File: config.mk
export PLATFORM = sky130hd
export DESIGN_NAME = fwd_scoreboard
export DESIGN_NICKNAME = d
export VERILOG_FILES = /design/src/rtl/armleg_pipe_pkg.sv /design/src/rtl/fwd_prio_match.sv /design/src/rtl/fwd_scoreboard.sv
export SDC_FILE = /design/constraint.sdc
export NUM_CORES = 1
export LEC_CHECK = 0
export ABC_CLOCK_PERIOD_IN_PS = 1700
export BUFFER_PORTS_ARGS = -buffer_cell sky130_fd_sc_hd__buf_4
export CAP_MARGIN = 15
export CORE_ASPECT_RATIO = 0.6
export CORE_MARGIN = 5
export CORE_UTILIZATION = 40
export DETAILED_ROUTE_END_ITERATION = 8
export PLACE_DENSITY = 0.74
export SLEW_MARGIN = 20
export SYNTH_ARGS = -nofsm -noshare
export SYNTH_HDL_FRONTEND = slang
export SYNTH_SLANG_ARGS = --single-unit
File: constraint.sdc
create_clock -name clk -period 1.7 [get_ports clk]
set_input_delay 0.085 -clock clk [delete_from_list [all_inputs] [get_ports clk]]
set_output_delay 0.085 -clock clk [all_outputs]
set_load 0.02 [all_outputs]
File: src/rtl/armleg_pipe_pkg.sv
// Shared pipeline definitions: zero-register index and scoreboard entry flags.
package armleg_pipe_pkg;

    localparam int unsigned ZERO_REG_DEF = 31;

    typedef struct packed {
        logic valid;
        logic regwrite;
        logic memread;
    } ex_flags_t;

    localparam ex_flags_t EX_BUBBLE = '{valid: 1'b0, regwrite: 1'b0, memread: 1'b0};

    // A live load whose result is not available until after MEM.
    function automatic logic is_load(input ex_flags_t f);
        return f.valid & f.memread;
    endfunction

endpackage

File: src/rtl/fwd_prio_match.sv
// One source operand: compare against every post-EX stage and pick the youngest producer.
module fwd_prio_match
    import armleg_pipe_pkg::*;
#(
    parameter int unsigned REG_AW   = 5,
    parameter int unsigned DEPTH    = 2,
    parameter int unsigned ZERO_REG = ZERO_REG_DEF,
    parameter int unsigned SELW     = 2
) (
    input  logic [DEPTH-1:0]        st_wr,
    input  logic [DEPTH*REG_AW-1:0] st_rd,
    input  logic [REG_AW-1:0]       src,
    output logic [SELW-1:0]         sel
);

    localparam logic [REG_AW-1:0] ZR = REG_AW'(ZERO_REG);

    logic found;

    // Priority encode: the lowest-numbered (youngest) matching stage wins.
    always_comb begin
        sel   = '0;
        found = 1'b0;
        for (int unsigned k = 0; k < DEPTH; k++) begin
            if (!found && st_wr[k] && (st_rd[k*REG_AW +: REG_AW] == src) && (src != ZR)) begin
                sel   = SELW'(k + 1);
                found = 1'b1;
            end
        end
    end

endmodule

File: src/rtl/fwd_scoreboard.sv
// Forwarding/hazard controller: in-flight write scoreboard, per-source forward select,
// load-use stall with bubble insertion, saturating stall counter.
module fwd_scoreboard
    import armleg_pipe_pkg::*;
#(
    parameter int unsigned NUM_SRC  = 2,
    parameter int unsigned REG_AW   = 5,
    parameter int unsigned ZERO_REG = ZERO_REG_DEF,
    parameter int unsigned DEPTH    = 2,
    parameter int unsigned CNT_W    = 16,
    localparam int unsigned SELW    = $clog2(DEPTH + 1)
) (
    input  logic                      clk,
    input  logic                      reset,
    input  logic                      adv,
    input  logic                      flush,
    input  logic                      id_valid,
    input  logic [NUM_SRC*REG_AW-1:0] id_src,
    input  logic                      id_regwrite,
    input  logic                      id_memread,
    input  logic [REG_AW-1:0]         id_rd,
    input  logic [NUM_SRC*REG_AW-1:0] ex_src,
    output logic [NUM_SRC*SELW-1:0]   fwd_sel,
    output logic                      stall,
    output logic [CNT_W-1:0]          stall_count
);

    localparam logic [REG_AW-1:0] ZR = REG_AW'(ZERO_REG);

    typedef struct packed {
        ex_flags_t         f;
        logic [REG_AW-1:0] rd;
    } ex_entry_t;

    // Post-EX stages drop memread: nothing downstream of EX reads it.
    typedef struct packed {
        logic              valid;
        logic              regwrite;
        logic [REG_AW-1:0] rd;
    } st_entry_t;

    ex_entry_t          ex_e_q, ex_e_d;
    st_entry_t          st_q [DEPTH];
    st_entry_t          st_d [DEPTH];
    logic [CNT_W-1:0]   stall_count_q, stall_count_d;
    logic               src_hit;
    logic               stall_w;
    logic [DEPTH-1:0]        st_wr;
    logic [DEPTH*REG_AW-1:0] st_rd;

    // Load-use hazard: ID reads the register a load in EX has not produced yet.
    always_comb begin
        src_hit = 1'b0;
        for (int unsigned j = 0; j < NUM_SRC; j++) begin
            if (id_src[j*REG_AW +: REG_AW] == ex_e_q.rd) src_hit = 1'b1;
        end
        stall_w = id_valid & is_load(ex_e_q.f) & (ex_e_q.rd != ZR) & src_hit & ~flush;
    end

    // Next scoreboard state: shift on adv, bubble EX on stall/flush/empty ID, count stalls.
    always_comb begin
        ex_e_d        = ex_e_q;
        st_d          = st_q;
        stall_count_d = stall_count_q;
        if (adv) begin
            st_d[0] = '{valid: ex_e_q.f.valid, regwrite: ex_e_q.f.regwrite, rd: ex_e_q.rd};
            for (int unsigned k = 1; k < DEPTH; k++) begin
                st_d[k] = st_q[k-1];
            end
            if (stall_w | flush | ~id_valid) begin
                ex_e_d = '{f: EX_BUBBLE, rd: '0};
            end else begin
                ex_e_d = '{f: '{valid: 1'b1, regwrite: id_regwrite, memread: id_memread}, rd: id_rd};
            end
            if (stall_w && (stall_count_q != '1)) begin
                stall_count_d = stall_count_q + CNT_W'(1);
            end
        end
    end

    // State registers with synchronous reset that empties the whole scoreboard.
    always_ff @(posedge clk) begin
        if (reset) begin
            ex_e_q <= '{f: EX_BUBBLE, rd: '0};
            for (int unsigned k = 0; k < DEPTH; k++) begin
                st_q[k] <= '0;
            end
            stall_count_q <= '0;
        end else begin
            ex_e_q        <= ex_e_d;
            st_q          <= st_d;
            stall_count_q <= stall_count_d;
        end
    end

    // Flatten stage state for the per-source matchers.
    always_comb begin
        for (int unsigned k = 0; k < DEPTH; k++) begin
            st_wr[k]                    = st_q[k].valid & st_q[k].regwrite;
            st_rd[k*REG_AW +: REG_AW]   = st_q[k].rd;
        end
    end

    for (genvar j = 0; j < NUM_SRC; j++) begin : g_src
        fwd_prio_match #(
            .REG_AW   (REG_AW),
            .DEPTH    (DEPTH),
            .ZERO_REG (ZERO_REG),
            .SELW     (SELW)
        ) u_match (
            .st_wr (st_wr),
            .st_rd (st_rd),
            .src   (ex_src[j*REG_AW +: REG_AW]),
            .sel   (fwd_sel[j*SELW +: SELW])
        );
    end

    assign stall       = stall_w;
    assign stall_count = stall_count_q;

endmodule
; Word level (Yosys, flattened, before mapping)
; Cells that the tools add are included.
[word_totals]
register_bits = 38
input_bits = 32
out_inout_bits = 21
elab_cells = 56
[op_classes]
n_addsub = 1
eq_ne = 10
mux = 9
bitwise_logic = 11
n_reduce_logical = 14
[ops]
columns = cell, count
row1 = == test 5 bit, 6
row2 = "adder 16 x 1 -> 16 bit, second input constant", 1
row3 = "!= test 16 bit, second input constant", 1
row4 = "!= test 5 bit, second input constant", 3
row5 = logical AND 1 bit, 11
row6 = two-way mux 8 bit, 1
row7 = AND 1 bit, 7
row8 = two-way mux 1 bit, 6
row9 = two-way mux 2 bit, 2
row10 = zero test 1 bit, 2
row11 = NOT 1 bit, 2
row12 = bitwise OR 1 bit, 2
row13 = AND reduction 2 bit, 1

; Longest topological paths before layout
[logic_depth]
ltp_word = 9
mapped_depth = 8

; By module
; Synthesis repeated with hierarchy kept, for this count alone.
[unflattened]
hier_cells = 239
area_unflattened_um2 = 2202.1
[by_module_without_submodules]
columns = module, n_inst, cells_each, area_per_inst_um2, seq_area_each_um2
row1 = fwd_scoreboard, 1, 201, 1906.8, 760.7
row2 = fwd_prio_match, 2, 19, 147.6, 0.0

; Least setup slack after synthesis
; Ideal clock, no wire load.
[synth_path]
path_type = reg2reg
startpoint = register stall_count_q[3] (netlist: stall_count[3])
endpoint = register stall_count_q[3] (netlist: stall_count[3])
setup_time_ns = 0.121
arrival_time_ns = 1.829
required_time_ns = 1.579
setup_slack_ns = -0.250
path_stages_with_launch = 7
period_less_slack_ns = 1.950
path_cell_list = dfxtp_1 nand4_2 or4_1 buf_2 nand3_4 nor4b_2 mux2_4
[synth_via]
elab_chain_len = 3
[synth_rtl]
columns = element, line_no
row1 = start: declaration, fwd_scoreboard.sv:45  ; logic [CNT_W-1:0] stall_count_q, stall_count_d;
row2 = start signal: assignment, fwd_scoreboard.sv:92  ; stall_count_q <= stall_count_d;
row3 = branches (longest 3 deep; another with adder 16 x 1 -> 16 bit), n/a
; Several ways; the timed one is not identified.
; A chain may end at the register's enable or synchronous reset.

; Worst setup path in the final report
[layout_path]
startpoint = register ex_e_q[4] (netlist bit)
endpoint = register stall_count_q[4] (netlist: stall_count[4])
[layout_via]
elab_chain_len = 7
[layout_rtl]
columns = element, line_no
row1 = start: declaration, fwd_scoreboard.sv:42  ; ex_entry_t ex_e_q, ex_e_d;
row2 = start signal: assignment, fwd_scoreboard.sv:84  ; ex_e_q <= '{f: EX_BUBBLE, rd: '0};
row3 = == test 5 bit, fwd_scoreboard.sv:55  ; if (id_src[j*REG_AW +: REG_AW] == ex_e_q.rd) src_hit = 1'b1;
row4 = two-way mux 1 bit (2 in a row), fwd_scoreboard.sv:55
row5 = AND 1 bit * (2 in a row), fwd_scoreboard.sv:57  ; stall_w = id_valid & is_load(ex_e_q.f) & (ex_e_q.rd != ZR) & src_hit & ~flush;
row6 = logical AND 1 bit *, fwd_scoreboard.sv:75  ; if (stall_w && (stall_count_q != '1)) begin
row7 = AND reduction 2 bit (no line) *, n/a
; Mark *: on every way between the ends. The rest lies on a longest branch, timed or not.

==> flow_metrics.py <==
metrics = {
    "run_status": {
        "status": "complete, but fails checks",
        "violations": "setup timing",
    },
    "placed_design": {
        "place_area_sq_um": 2890,
        "placedCellCount": 381,
        "post-place-ws_ns": -0.114,
        "numPortBuffers": 52,
        "gp_congestion": 0.832,
        "dp_hpwl_microns": 4430,
    },
    "global_routing": {
        "grt_max_degree": 36,
        "grt_overflow": 0,
        "grt_pass1_vias": 2056,
        "grt_pass1_wl_microns": 9970,
        "antenna_found_initial": 0,
        "grtUsageTotal_pct": 18.8,
    },
    "cts": {
        "numClockSinks": 38,
        "cts_root_buf": "clkbuf_8",
        "ctsHtreeMaxLevel": 2,
        "cts_tree": "built",
        "cts_buffer_depth": 2,
        "clkTransAtPathRegs_ns": 0.08,
        "cts_buffers": 5,
        "insertion_delay_ns": 0.30,
    },
    "setup_path": {
        "path_max_fanout": 7,
        "cp-start-kind": "flip-flop",
        "critical_path.slowest_cell": "or4_4",
        "slowest_delay_ns": 0.45,
        "reg2reg_slack_ns": -0.15,
        "r2r-end": "stall_count[4]",
        "critPathCaptureType": "flip-flop",
        "endpoint": "stall_count[4]",
        "r2r-start": "ex_e_q[4]",
        "required_ns": 1.92,
        "path_cells": "buf_6 > buf_6 > nand4_1 > o21ba_4 > buf_4 > nand4_1 > or4_4 > a21oi_2",
        "crit_type": "reg2reg",
        "startpoint": "ex_e_q[4]",
        "cp.arrival_ns": 2.07,
        "ff2ff_path_depth": 8,
    },
    "sta": {
        "whs_ns": 0.0125,
        "min_period_ns": 1.85,
        "maxSlewViolCount": 0,
        "tightest_slew_ns": 0.530,
        "setup_ws_ns": -0.149,
        "setup_tns_ns": -1.87,
        "fin_skew_ns": 0.0109,
        "hold_violations": 0,
        "setup_viol": 24,
        "rsz0062_at_grt": "true",
        "relSlewSlack_pct": 64.6,
        "min_period_over_period_pct": 109,
        "max_freq_mhz": 541,
    },
    "finish": {
        "design_area_sq_um": 3260,
        "final_nets": 365,
        "drive_above_1_share_pct": 46.5,
        "final_core_utilization_pct": 64.4,
        "layout_commonest_cell": "buf_4",
        "finalNonFillerCells": 399,
        "nFillCells": 433,
        "final_cell_mix": "89 x buf_4, 27 x nor2_1, 21 x dfxtp_1",
        "diodes": 0,
        "syn_to_final_growth_pct": 56.4,
    },
    "floorplanning": {
        "chipWidth_microns": 103,
        "ios": 53,
        "die_area_sq_um": 6800,
        "start_util_pct": 41.2,
        "fp.dieH_microns": 65.9,
        "core-area_sq_um": 5050,
        "core.rowCount": 20,
    },
    "logic_synthesis": {
        "synthDistinctLibCells": 36,
        "syn_inst": 234,
        "yosysSeqAreaShare_pct": 36.5,
        "syn_avg_cell_area_sq_um": 8.90,
        "postSynthNetCount": 267,
        "synth_warnings": 0,
        "synth_seq_cells": 38,
        "syn_area_sq_um": 2080,
    },
    "pwr": {
        "p_per_area_nw_per_um2": 622,
        "peakVddDrop_v": 0.000292,
        "total_power_mw": 2.03,
        "p_leak_nw": 1.34,
    },
    "detailed_routing": {
        "drt_iter0_markers": 143,
        "drcViolationCount": 0,
        "final_antenna_net_count": 0,
        "vias_per_cell": 5.37,
        "first_pass_iters": 4,
        "totalWireLength_microns": 6300,
        "post_drt_wl_per_cell_microns": 15.8,
        "dr_total_vias": 2141,
    },
    "run": {
        "cap_viol_max_count": 0,
    },
    "min_path": {
        "hold_path.class": "in2reg",
    },
}
-- flip-flops by register name, summed over array words and instances, names as in the netlist --
signal	flops
stall_count	16
ex_e_q	8
st_q	14
-- synthesized netlist by cell type --
library cell	number	area, sq um
nand3_4	1	17.5
nor4_1	3	18.8
nor2_1	27	101
buf_1	3	11.3
o21ba_2	1	10.0
buf_6	1	11.3
buf_4	1	7.51
dfxtp_1	38	761
nand4_2	1	12.5
xnor2_1	20	175
and2_1	1	6.26
o31ai_1	7	52.6
a21oi_1	13	65.1
o311a_1	1	10.0
or4_1	8	60.1
inv_1	1	3.75
and3_1	3	18.8
nor3_1	5	25.0
mux2i_1	14	140
nand4_1	15	93.8
clkbuf_1	2	7.51
mux2_4	3	45.0
xor2_1	10	87.6
ha_1	1	12.5
a21o_1	1	7.51
nor4b_2	1	15.0
or3_1	5	31.3
nand2_1	8	30.0
nor2b_1	5	31.3
nand3_1	12	60.1
or3b_2	1	8.76
o21ai_0	6	30.0
a22o_1	7	61.3
a22oi_1	1	7.51
nor3_2	2	20.0
buf_2	5	25.0
-- critical path, delay by kind of cell (launching register included) --
family | cells | cell delay, ns
and+or+nand+nor | 3 | 0.70
AOI/OAI and AO/OA | 2 | 0.37
DFF | 1 | 0.36
buffers and inverters | 3 | 0.34
-- how the worst min path moves through the flow --
stage          slack [ns]         from  cells past startpoint        end
2_1_floorplan        0.21        flush                      1      stall
3_3_place_gp         0.31  id_regwrite                      2  ex_e_q[6]
3_5_place_dp         0.31     id_rd[3]                      2  ex_e_q[3]
4_1_cts             0.005     id_rd[1]                      2  ex_e_q[1]
5_1_grt              0.02     id_rd[2]                      2  ex_e_q[2]
6_report             0.01     id_rd[1]                      2  ex_e_q[1]
-- power by group --
group	internal, mW	switching (mW)	total (mW)
sequential	0.887	0.00933	0.896
combinational	0.132	0.112	0.244
clock	0.529	0.357	0.886
total	1.55	0.478	2.03
-- cells by family after synthesis --
group                    count (synthesis)  synth area share [%]
flip-flops                              38                  36.5
buffers and inverters                   13                  3.18
adder cells (fa/ha/maj)                  1                 0.601
multiplexers                            17                  8.89
XOR/XNOR                                30                  12.6
AO/OA/AOI/OAI                           37                  11.7
AND/OR/NAND/NOR                         98                  26.4
-- final cells by class --
cell class	instances	area, sq um	area share [%]
Timing Repair Buffer	103	850	26.1
Clock buffer	6	93.8	2.88
Sequential cell	38	800	24.5
Tap cell	66	82.6	2.54
Multi-Input combinational cell	183	1390	42.6
Clock inverter	2	38.8	1.19
Inverter	1	3.75	0.115
-- metal layers --
| layer | up-vias | share of wire, % | track usage (%) |
|---|---|---|---|
| met4 | 0 | 0.97 | 4.68 |
| met5 | - | 0 | 0 |
| met1 | 1015 | 51 | 28.4 |
| li1 | 1052 | - | - |
| met2 | 66 | 41 | 26.3 |
| met3 | 8 | 7.2 | 4.64 |
-- repair_timing --
action | 4_1_cts | 5_1_grt
pin swaps | 17 | 20
hold buffers | 3 | 0
gates cloned | 2 | 0
buffers inserted | 3 | 2
hold endpoints to repair | 3 | 0
gates resized for setup | 16 | 17
endpoints found under the setup margin | 22 | 26
(Power assumes the default switching activity.)
